`src/rtl/dds_pkg.sv`:
```
// Shared constants for the DDS sine/cosine generator: widths, quadrant encoding
// and the elaboration-time quarter-sine table generator.
package dds_pkg;

    localparam int DEF_PHASE_WIDTH = 32;
    localparam int DEF_ADDR_WIDTH  = 6;
    localparam int DEF_DATA_WIDTH  = 16;
    localparam string DEF_INIT_FILE = "QuarterSine.hex";

    // Quadrant field sits above the table index: bit 0 mirrors, bit 1 negates.
    localparam int QUAD_WIDTH      = 2;
    localparam int QUAD_MIRROR_BIT = 0;
    localparam int QUAD_NEG_BIT    = 1;
    localparam logic [QUAD_WIDTH-1:0] QUAD_COS_STEP = 2'b01;

    localparam longint PI_Q30 = 64'sd3373259426;

    // round((2^(data_w-1)-1) * sin(pi/2 * (k+0.5) / 2^addr_w)) in Q30 integer arithmetic.
    function automatic longint quarter_sine_entry(input int k, input int addr_w, input int data_w);
        longint x;
        longint x2;
        longint term;
        longint sum;
        longint amp;
        x    = (PI_Q30 * longint'(2 * k + 1)) / (longint'(4) <<< addr_w);
        x2   = (x * x) >>> 30;
        term = x;
        sum  = x;
        for (int n = 1; n <= 9; n++) begin
            term = -(((term * x2) >>> 30) / longint'((2 * n) * (2 * n + 1)));
            sum  = sum + term;
        end
        amp = (longint'(1) <<< (data_w - 1)) - 1;
        return (sum * amp + (longint'(1) <<< 29)) >>> 30;
    endfunction

endpackage

```
`src/rtl/dds_sine_gen_if.sv`:
```
// Control and sample bus of the DDS generator; the controller is master, the generator slave.
interface dds_sine_gen_if
    import dds_pkg::*;
#(
    parameter int PHASE_WIDTH = DEF_PHASE_WIDTH,
    parameter int DATA_WIDTH  = DEF_DATA_WIDTH
) ();

    logic                          en;
    logic                          clr;
    logic        [PHASE_WIDTH-1:0] phase_inc;
    logic        [PHASE_WIDTH-1:0] phase_off;
    logic signed [DATA_WIDTH-1:0]  sin_out;
    logic signed [DATA_WIDTH-1:0]  cos_out;
    logic                          valid;

    modport master (
        output en, clr, phase_inc, phase_off,
        input  sin_out, cos_out, valid
    );

    modport slave (
        input  en, clr, phase_inc, phase_off,
        output sin_out, cos_out, valid
    );

endinterface

```
`src/rtl/quarter_sine_rom.sv`:
```
// Quarter-period sine magnitude table with two synchronous read ports sharing one enable.
module quarter_sine_rom
    import dds_pkg::*;
#(
    parameter int ADDR_WIDTH = DEF_ADDR_WIDTH,
    parameter int MAG_WIDTH  = DEF_DATA_WIDTH - 1
) (
    input  logic                  clk,
    input  logic                  rst,
    input  logic                  en,
    input  logic [ADDR_WIDTH-1:0] addr_a,
    input  logic [ADDR_WIDTH-1:0] addr_b,
    output logic [MAG_WIDTH-1:0]  data_a,
    output logic [MAG_WIDTH-1:0]  data_b
);

    localparam int DEPTH = 1 << ADDR_WIDTH;

    logic [MAG_WIDTH-1:0] rom [DEPTH];

    // Contents are fixed at elaboration, so the array folds into ROM initial values.
    for (genvar k = 0; k < DEPTH; k++) begin : g_entry
        localparam logic [MAG_WIDTH-1:0] ENTRY =
            MAG_WIDTH'(quarter_sine_entry(k, ADDR_WIDTH, MAG_WIDTH + 1));
        assign rom[k] = ENTRY;
    end

    always_ff @(posedge clk) begin
        if (rst) begin
            data_a <= '0;
            data_b <= '0;
        end else if (en) begin
            data_a <= rom[addr_a];
            data_b <= rom[addr_b];
        end
    end

endmodule

```
`src/rtl/dds_sine_gen.sv`:
```
// DDS sine/cosine generator: phase accumulator, quarter-wave fold, shared ROM, sign restore.
// The sample for the accumulator value before enabled edge k is on the outputs after edge k+2.
module dds_sine_gen
    import dds_pkg::*;
#(
    parameter int PHASE_WIDTH = DEF_PHASE_WIDTH,
    parameter int ADDR_WIDTH  = DEF_ADDR_WIDTH,
    parameter int DATA_WIDTH  = DEF_DATA_WIDTH
) (
    input logic           clk,
    input logic           rst,
    dds_sine_gen_if.slave bus
);

    localparam int MAG_WIDTH = DATA_WIDTH - 1;
    localparam int T_WIDTH   = ADDR_WIDTH + QUAD_WIDTH;
    localparam logic [T_WIDTH-1:0] COS_ADVANCE = {QUAD_COS_STEP, {ADDR_WIDTH{1'b0}}};

    logic [PHASE_WIDTH-1:0] acc_p0;
    logic [T_WIDTH-1:0]     t_sin;
    logic [T_WIDTH-1:0]     t_cos;
    logic [ADDR_WIDTH:0]    sin_fold;
    logic [ADDR_WIDTH:0]    cos_fold;
    logic [ADDR_WIDTH-1:0]  sin_addr_p1;
    logic [ADDR_WIDTH-1:0]  cos_addr_p1;
    logic                   sin_neg_p1;
    logic                   cos_neg_p1;
    logic [MAG_WIDTH-1:0]   sin_mag_p2;
    logic [MAG_WIDTH-1:0]   cos_mag_p2;
    logic                   sin_neg_p2;
    logic                   cos_neg_p2;
    logic                   vld_p1;
    logic                   vld_p2;
    logic                   vld_p3;
    logic                   advance;

    // Returns {negate, table address} for a quadrant+index phase word.
    function automatic logic [ADDR_WIDTH:0] fold(input logic [T_WIDTH-1:0] t);
        logic [ADDR_WIDTH-1:0] idx;
        idx = t[ADDR_WIDTH-1:0];
        return {t[ADDR_WIDTH + QUAD_NEG_BIT], t[ADDR_WIDTH + QUAD_MIRROR_BIT] ? ~idx : idx};
    endfunction

    function automatic logic signed [DATA_WIDTH-1:0] apply_sign(input logic neg,
                                                                 input logic [MAG_WIDTH-1:0] mag);
        logic signed [DATA_WIDTH-1:0] ext;
        ext = signed'({1'b0, mag});
        return neg ? -ext : ext;
    endfunction

    // clr freezes the data path for one edge while the accumulator restarts.
    assign advance  = bus.en & ~bus.clr;
    assign t_sin    = T_WIDTH'((acc_p0 + bus.phase_off) >> (PHASE_WIDTH - T_WIDTH));
    assign t_cos    = t_sin + COS_ADVANCE;
    assign sin_fold = fold(t_sin);
    assign cos_fold = fold(t_cos);

    // Stage 0: accumulator and valid shift register
    always_ff @(posedge clk) begin
        if (rst || bus.clr) begin
            acc_p0 <= '0;
            vld_p1 <= 1'b0;
            vld_p2 <= 1'b0;
            vld_p3 <= 1'b0;
        end else if (bus.en) begin
            acc_p0 <= acc_p0 + bus.phase_inc;
            vld_p1 <= 1'b1;
            vld_p2 <= vld_p1;
            vld_p3 <= vld_p2;
        end
    end

    // Stage 1: folded addresses and signs
    always_ff @(posedge clk) begin
        if (rst) begin
            sin_addr_p1 <= '0;
            cos_addr_p1 <= '0;
            sin_neg_p1  <= 1'b0;
            cos_neg_p1  <= 1'b0;
        end else if (advance) begin
            sin_addr_p1 <= sin_fold[ADDR_WIDTH-1:0];
            cos_addr_p1 <= cos_fold[ADDR_WIDTH-1:0];
            sin_neg_p1  <= sin_fold[ADDR_WIDTH];
            cos_neg_p1  <= cos_fold[ADDR_WIDTH];
        end
    end

    // Stage 2: ROM magnitudes, signs delayed alongside
    quarter_sine_rom #(
        .ADDR_WIDTH (ADDR_WIDTH),
        .MAG_WIDTH  (MAG_WIDTH)
    ) u_rom (
        .clk    (clk),
        .rst    (rst),
        .en     (advance),
        .addr_a (sin_addr_p1),
        .addr_b (cos_addr_p1),
        .data_a (sin_mag_p2),
        .data_b (cos_mag_p2)
    );

    always_ff @(posedge clk) begin
        if (rst) begin
            sin_neg_p2 <= 1'b0;
            cos_neg_p2 <= 1'b0;
        end else if (advance) begin
            sin_neg_p2 <= sin_neg_p1;
            cos_neg_p2 <= cos_neg_p1;
        end
    end

    // Stage 3: signed outputs
    always_ff @(posedge clk) begin
        if (rst) begin
            bus.sin_out <= '0;
            bus.cos_out <= '0;
        end else if (advance) begin
            bus.sin_out <= apply_sign(sin_neg_p2, sin_mag_p2);
            bus.cos_out <= apply_sign(cos_neg_p2, cos_mag_p2);
        end
    end

    assign bus.valid = vld_p3;

endmodule

```
`src/flat_wrapper.sv`:
```
// flat-port wrapper written by rule: the top's interface ports become plain ports
module dds_sine_gen_flat import dds_pkg::*;
#(
    parameter int PHASE_WIDTH = DEF_PHASE_WIDTH,
    parameter int ADDR_WIDTH  = DEF_ADDR_WIDTH,
    parameter int DATA_WIDTH  = DEF_DATA_WIDTH
)
  (clk, rst, bus_en, bus_clr, bus_phase_inc, bus_phase_off, bus_sin_out, bus_cos_out, bus_valid);
  dds_sine_gen_if #(.PHASE_WIDTH(PHASE_WIDTH), .DATA_WIDTH(DATA_WIDTH)) bus_i ();
  input logic clk;
  input logic rst;
  input wire logic [$bits(bus_i.en)-1:0] bus_en;
  input wire logic [$bits(bus_i.clr)-1:0] bus_clr;
  input wire logic [$bits(bus_i.phase_inc)-1:0] bus_phase_inc;
  input wire logic [$bits(bus_i.phase_off)-1:0] bus_phase_off;
  output wire logic [$bits(bus_i.sin_out)-1:0] bus_sin_out;
  output wire logic [$bits(bus_i.cos_out)-1:0] bus_cos_out;
  output wire logic [$bits(bus_i.valid)-1:0] bus_valid;
  assign bus_i.en = bus_en;
  assign bus_i.clr = bus_clr;
  assign bus_i.phase_inc = bus_phase_inc;
  assign bus_i.phase_off = bus_phase_off;
  assign bus_sin_out = bus_i.sin_out;
  assign bus_cos_out = bus_i.cos_out;
  assign bus_valid = bus_i.valid;
  dds_sine_gen #(.PHASE_WIDTH(PHASE_WIDTH), .ADDR_WIDTH(ADDR_WIDTH), .DATA_WIDTH(DATA_WIDTH)) u_core (.clk(clk), .rst(rst), .bus(bus_i));
endmodule
```
`config.mk`:
```
export PLATFORM = sky130hd
export DESIGN_NAME = dds_sine_gen_flat
export DESIGN_NICKNAME = d
export VERILOG_FILES = /design/src/rtl/dds_pkg.sv /design/src/rtl/dds_sine_gen_if.sv /design/src/rtl/quarter_sine_rom.sv /design/src/rtl/dds_sine_gen.sv /design/src/flat_wrapper.sv
export SDC_FILE = /design/constraint.sdc
export NUM_CORES = 1
export LEC_CHECK = 0
export ABC_AREA = 0
export CAP_MARGIN = 5
export CORE_MARGIN = 1
export CORE_UTILIZATION = 45
export DETAILED_ROUTE_END_ITERATION = 6
export DONT_BUFFER_PORTS = 1
export GPL_TIMING_DRIVEN = 0
export PLACE_DENSITY_LB_ADDON = 0.08
export RECOVER_POWER = 25
export SLEW_MARGIN = 25
export SYNTH_ARGS = -nofsm -noshare
export SYNTH_HDL_FRONTEND = slang
export SYNTH_SLANG_ARGS = --single-unit
export TNS_END_PERCENT = 30
```
`constraint.sdc`:
```
create_clock -name clk -period 3.6 [get_ports clk]
set_input_delay 0.18 -clock clk [delete_from_list [all_inputs] [get_ports clk]]
set_output_delay 0.18 -clock clk [all_outputs]
set_load 0.01 [all_outputs]
```
==> results_dict.tcl <==
set metrics [dict create \
    status "finished clean" \
    cts_hold_buf 0 \
    async_reset_ff_share_pct 0 \
    ant_nets 0 \
    nFillCells 2158 \
    wl_per_cell_um 19.7 \
    synth_flop_cell "dfxtp_1" \
    switching_power_mw 1.51 \
    final_nets 1487 \
    drt_iter0_drc 900 \
    worstRegToRegCells 9 \
    grt_max_degree 17 \
    cts_tree "done" \
    crit_type "flop to flop" \
    port_buffers 0 \
    cpPeakStageDelay_ns 0.54 \
    skew_ns 0.0116 \
    slew_headroom_pct 49.8 \
    die-width_um 150 \
    numCtsBuffers 17 \
    drive_gt1_share_pct 4.86 \
    core_um2 21300 \
    io_pins 101 \
    register_area_um2 2260 \
    clock_path_buffers 2 \
    row_count 53 \
    intPower_mw 2.83 \
    grt_use_total_pct 28.7 \
    holdCritPathClass "input pin to flop" \
    multiInputGateArea_um2 7120 \
    ys_types 76 \
    slowest_stage "mux4_2" \
    worst_slack_ns 0.391 \
    hpwl_um 24200 \
    synth_area_um2 9900 \
    pwr-share-comb_pct 29.2 \
    die-area_um2 22600 \
    rsz0062_at_grt "false" \
    gp_congestion 0.941 \
    vdd_drop_max_uv 280 \
    yosys_warnings 0 \
    drc 0 \
    setup-tns-final_ns 0 \
    critPathBufInv 3 \
    clk_pin_slew_worst_paths_ns 0.05 \
    path_depth 9 \
    path_max_fanout 11 \
    via_count 9881 \
    cp_cell_sequence "clkbuf_1, inv_1, ha_1, clkbuf_2, nor2_1, nor3_1, a221oi_1, mux4_2, a211oi_1" \
    fin_crit_sh_pct 89.1 \
    worstMarginPinSlew_ns 0.752 \
    cts_htree_levels 4 \
    cp_top_family "buffers and inverters" \
    initial_utilization_pct 46.5 \
    yosysSeqAreaShare_pct 22.9 \
    antenna_found_initial 0 \
    synth-seq-cells 113 \
    seqPwrFrac_pct 32.8 \
    crit_required_ns 3.94 \
    p_clk_share_pct 38.0 \
    swShare_pct 34.8 \
    start_kind "flop" \
    clock_latency_ns 0.43 \
    syn_to_final_growth_pct 9.20 \
    diodes 0 \
    die_h_um 150 \
    hold_depth 3 \
    crit_arrival_ns 3.55 \
    p_per_area_nw_per_um2 402 \
    routed_wl_um 31800 \
    slew_viol_final 0 \
    grt.overflow.total 0 \
    fmax_ghz 0.312 \
    cts_sinks 113 \
    pre_cts_slack_ns 0.217 \
    synthCells 1307 \
    period_needed_ns 3.21 \
    grt_first_pass_wirelength_um 50400 \
    cts_root_buf "clkbuf_16" \
    synth_nets 1468 \
    cts_resized 0 \
    viasPerCell 6.13 \
    syn_avg_cell_area_um2 7.57 \
    setup_viol 0 \
    grt_pass1_vias 9452 \
    synth_edf_count 0 \
    drv_cap 0 \
    cts_setup_buffers 0 \
    hold_viol 0 \
    first_pass_iters 5 \
    leakage_nw 4.21 \
    cp-end-kind "flop" \
]
-- placed cells by master (no fill, tap or decap), types with 17 or more instances in the layout --
cell type,count
nor2_1,172
a21oi_1,121
dfxtp_1,113
nand2_1,100
ha_1,92
o21ai_0,84
a211oi_1,83
clkbuf_1,78
xor2_1,42
nor3_1,29
inv_1,28
nand3_1,27
a21o_1,25
mux2i_1,24
xnor2_1,20
o211ai_1,19
nand2b_1,19
o22ai_1,17
clkbuf_16,17
-- cells in the mapped netlist (all sizes together) (17+ instances only) --
master | n | area [um2]
a211oi | 83 | 623
a21o | 26 | 196
a21oi | 122 | 614
clkbuf | 83 | 353
dfxtp | 113 | 2260
ha | 92 | 1150
inv | 28 | 105
mux2i | 24 | 240
nand2 | 100 | 375
nand2b | 19 | 119
nand3 | 28 | 145
nor2 | 172 | 646
nor3 | 29 | 145
o211ai | 19 | 143
o21ai | 84 | 420
o22ai | 17 | 106
xnor2 | 20 | 175
xor2 | 42 | 368
-- metrics by stage --
step | std cells | util (%) | instance area (um2) | power (mW) | hold WS (ns)
6_report | 1613 | 50.8 | 10800 | 4.35 | 0.0225
5_1_grt | 1613 | 50.8 | 10800 | 4.55 | 0.0411
4_1_cts | 1613 | 50.8 | 10800 | 4.35 | 0.0144
3_5_place_dp | 1582 | 48.1 | 10200 | 2.69 | 0.461
3_3_place_gp | 1582 | 48.1 | 10200 | 2.70 | 0.448
2_1_floorplan | 1307 | - | 9900 | 2.36 | 0.423
-- final cells by class --
class | count | share of cell area [%]
buffer | 95 | 3.69
clock buffer | 18 | 4.06
clock inverter | 13 | 1.26
inverter | 30 | 1.04
multi-input combinational | 1069 | 65.8
sequential | 113 | 20.9
tap | 275 | 3.18
-- final timing paths --
check                                          start                             endpoint  slack (ns)
hold reg to reg       u_core.sin_neg_p1$_SDFFE_PP0P_       u_core.sin_neg_p2$_SDFFE_PP0P_        0.47
setup reg to reg  u_core.sin_addr_p1[0]$_SDFFE_PP0P_  u_core.u_rom.data_a[4]$_SDFFE_PP0P_        0.39
hold / removal                      bus_phase_inc[0]        u_core.acc_p0[0]$_SDFFE_PP0P_        0.02
setup / recovery  u_core.sin_addr_p1[0]$_SDFFE_PP0P_  u_core.u_rom.data_a[4]$_SDFFE_PP0P_        0.39
-- worst min-delay path, cell delays in order --
cell	delay (ns)
ha_1	0.10
mux2i_1	0.06
nor2_1	0.07
-- flip-flops by register name (all words and copies together), names as in the netlist --
name                 cells
u_core.vld_p2            1
u_core.vld_p1            1
u_core.bus.valid         1
u_core.bus.sin_out      16
u_core.bus.cos_out      16
u_core.u_rom.data_b     15
u_core.u_rom.data_a     15
u_core.cos_addr_p1       6
u_core.sin_neg_p2        1
u_core.cos_neg_p2        1
u_core.acc_p0           32
u_core.sin_addr_p1       6
u_core.sin_neg_p1        1
u_core.cos_neg_p1        1
-- per-layer routing --
metal / vias up / share of wire (%) / global-route usage (%)
li1: 4861 / - / -
met1: 4543 / 43 / 35.4
met2: 412 / 46 / 47.8
met3: 65 / 8.5 / 7.30
met4: 0 / 2.6 / 10.6
met5: - / 0 / 0
-- cells by family after synthesis --
logic type | synth area share (%)
xor gates and xnor gates | 5.73
adders and majority gates | 11.8
DFF | 22.9
and+or+nand+nor | 20.1
buffers and inverters | 5.26
AOI/OAI and AO/OA | 29.3
muxes | 4.93
-- power groups by stage --
stage	combinational, mW	sequential, mW	clock, mW
2_1_floorplan	0.942	1.42	0
3_3_place_gp	1.25	1.45	0
3_5_place_dp	1.24	1.45	0
4_1_cts	1.25	1.42	1.68
5_1_grt	1.39	1.44	1.72
6_report	1.27	1.43	1.65
No activity file was read; power rests on OpenSTA's default activity.
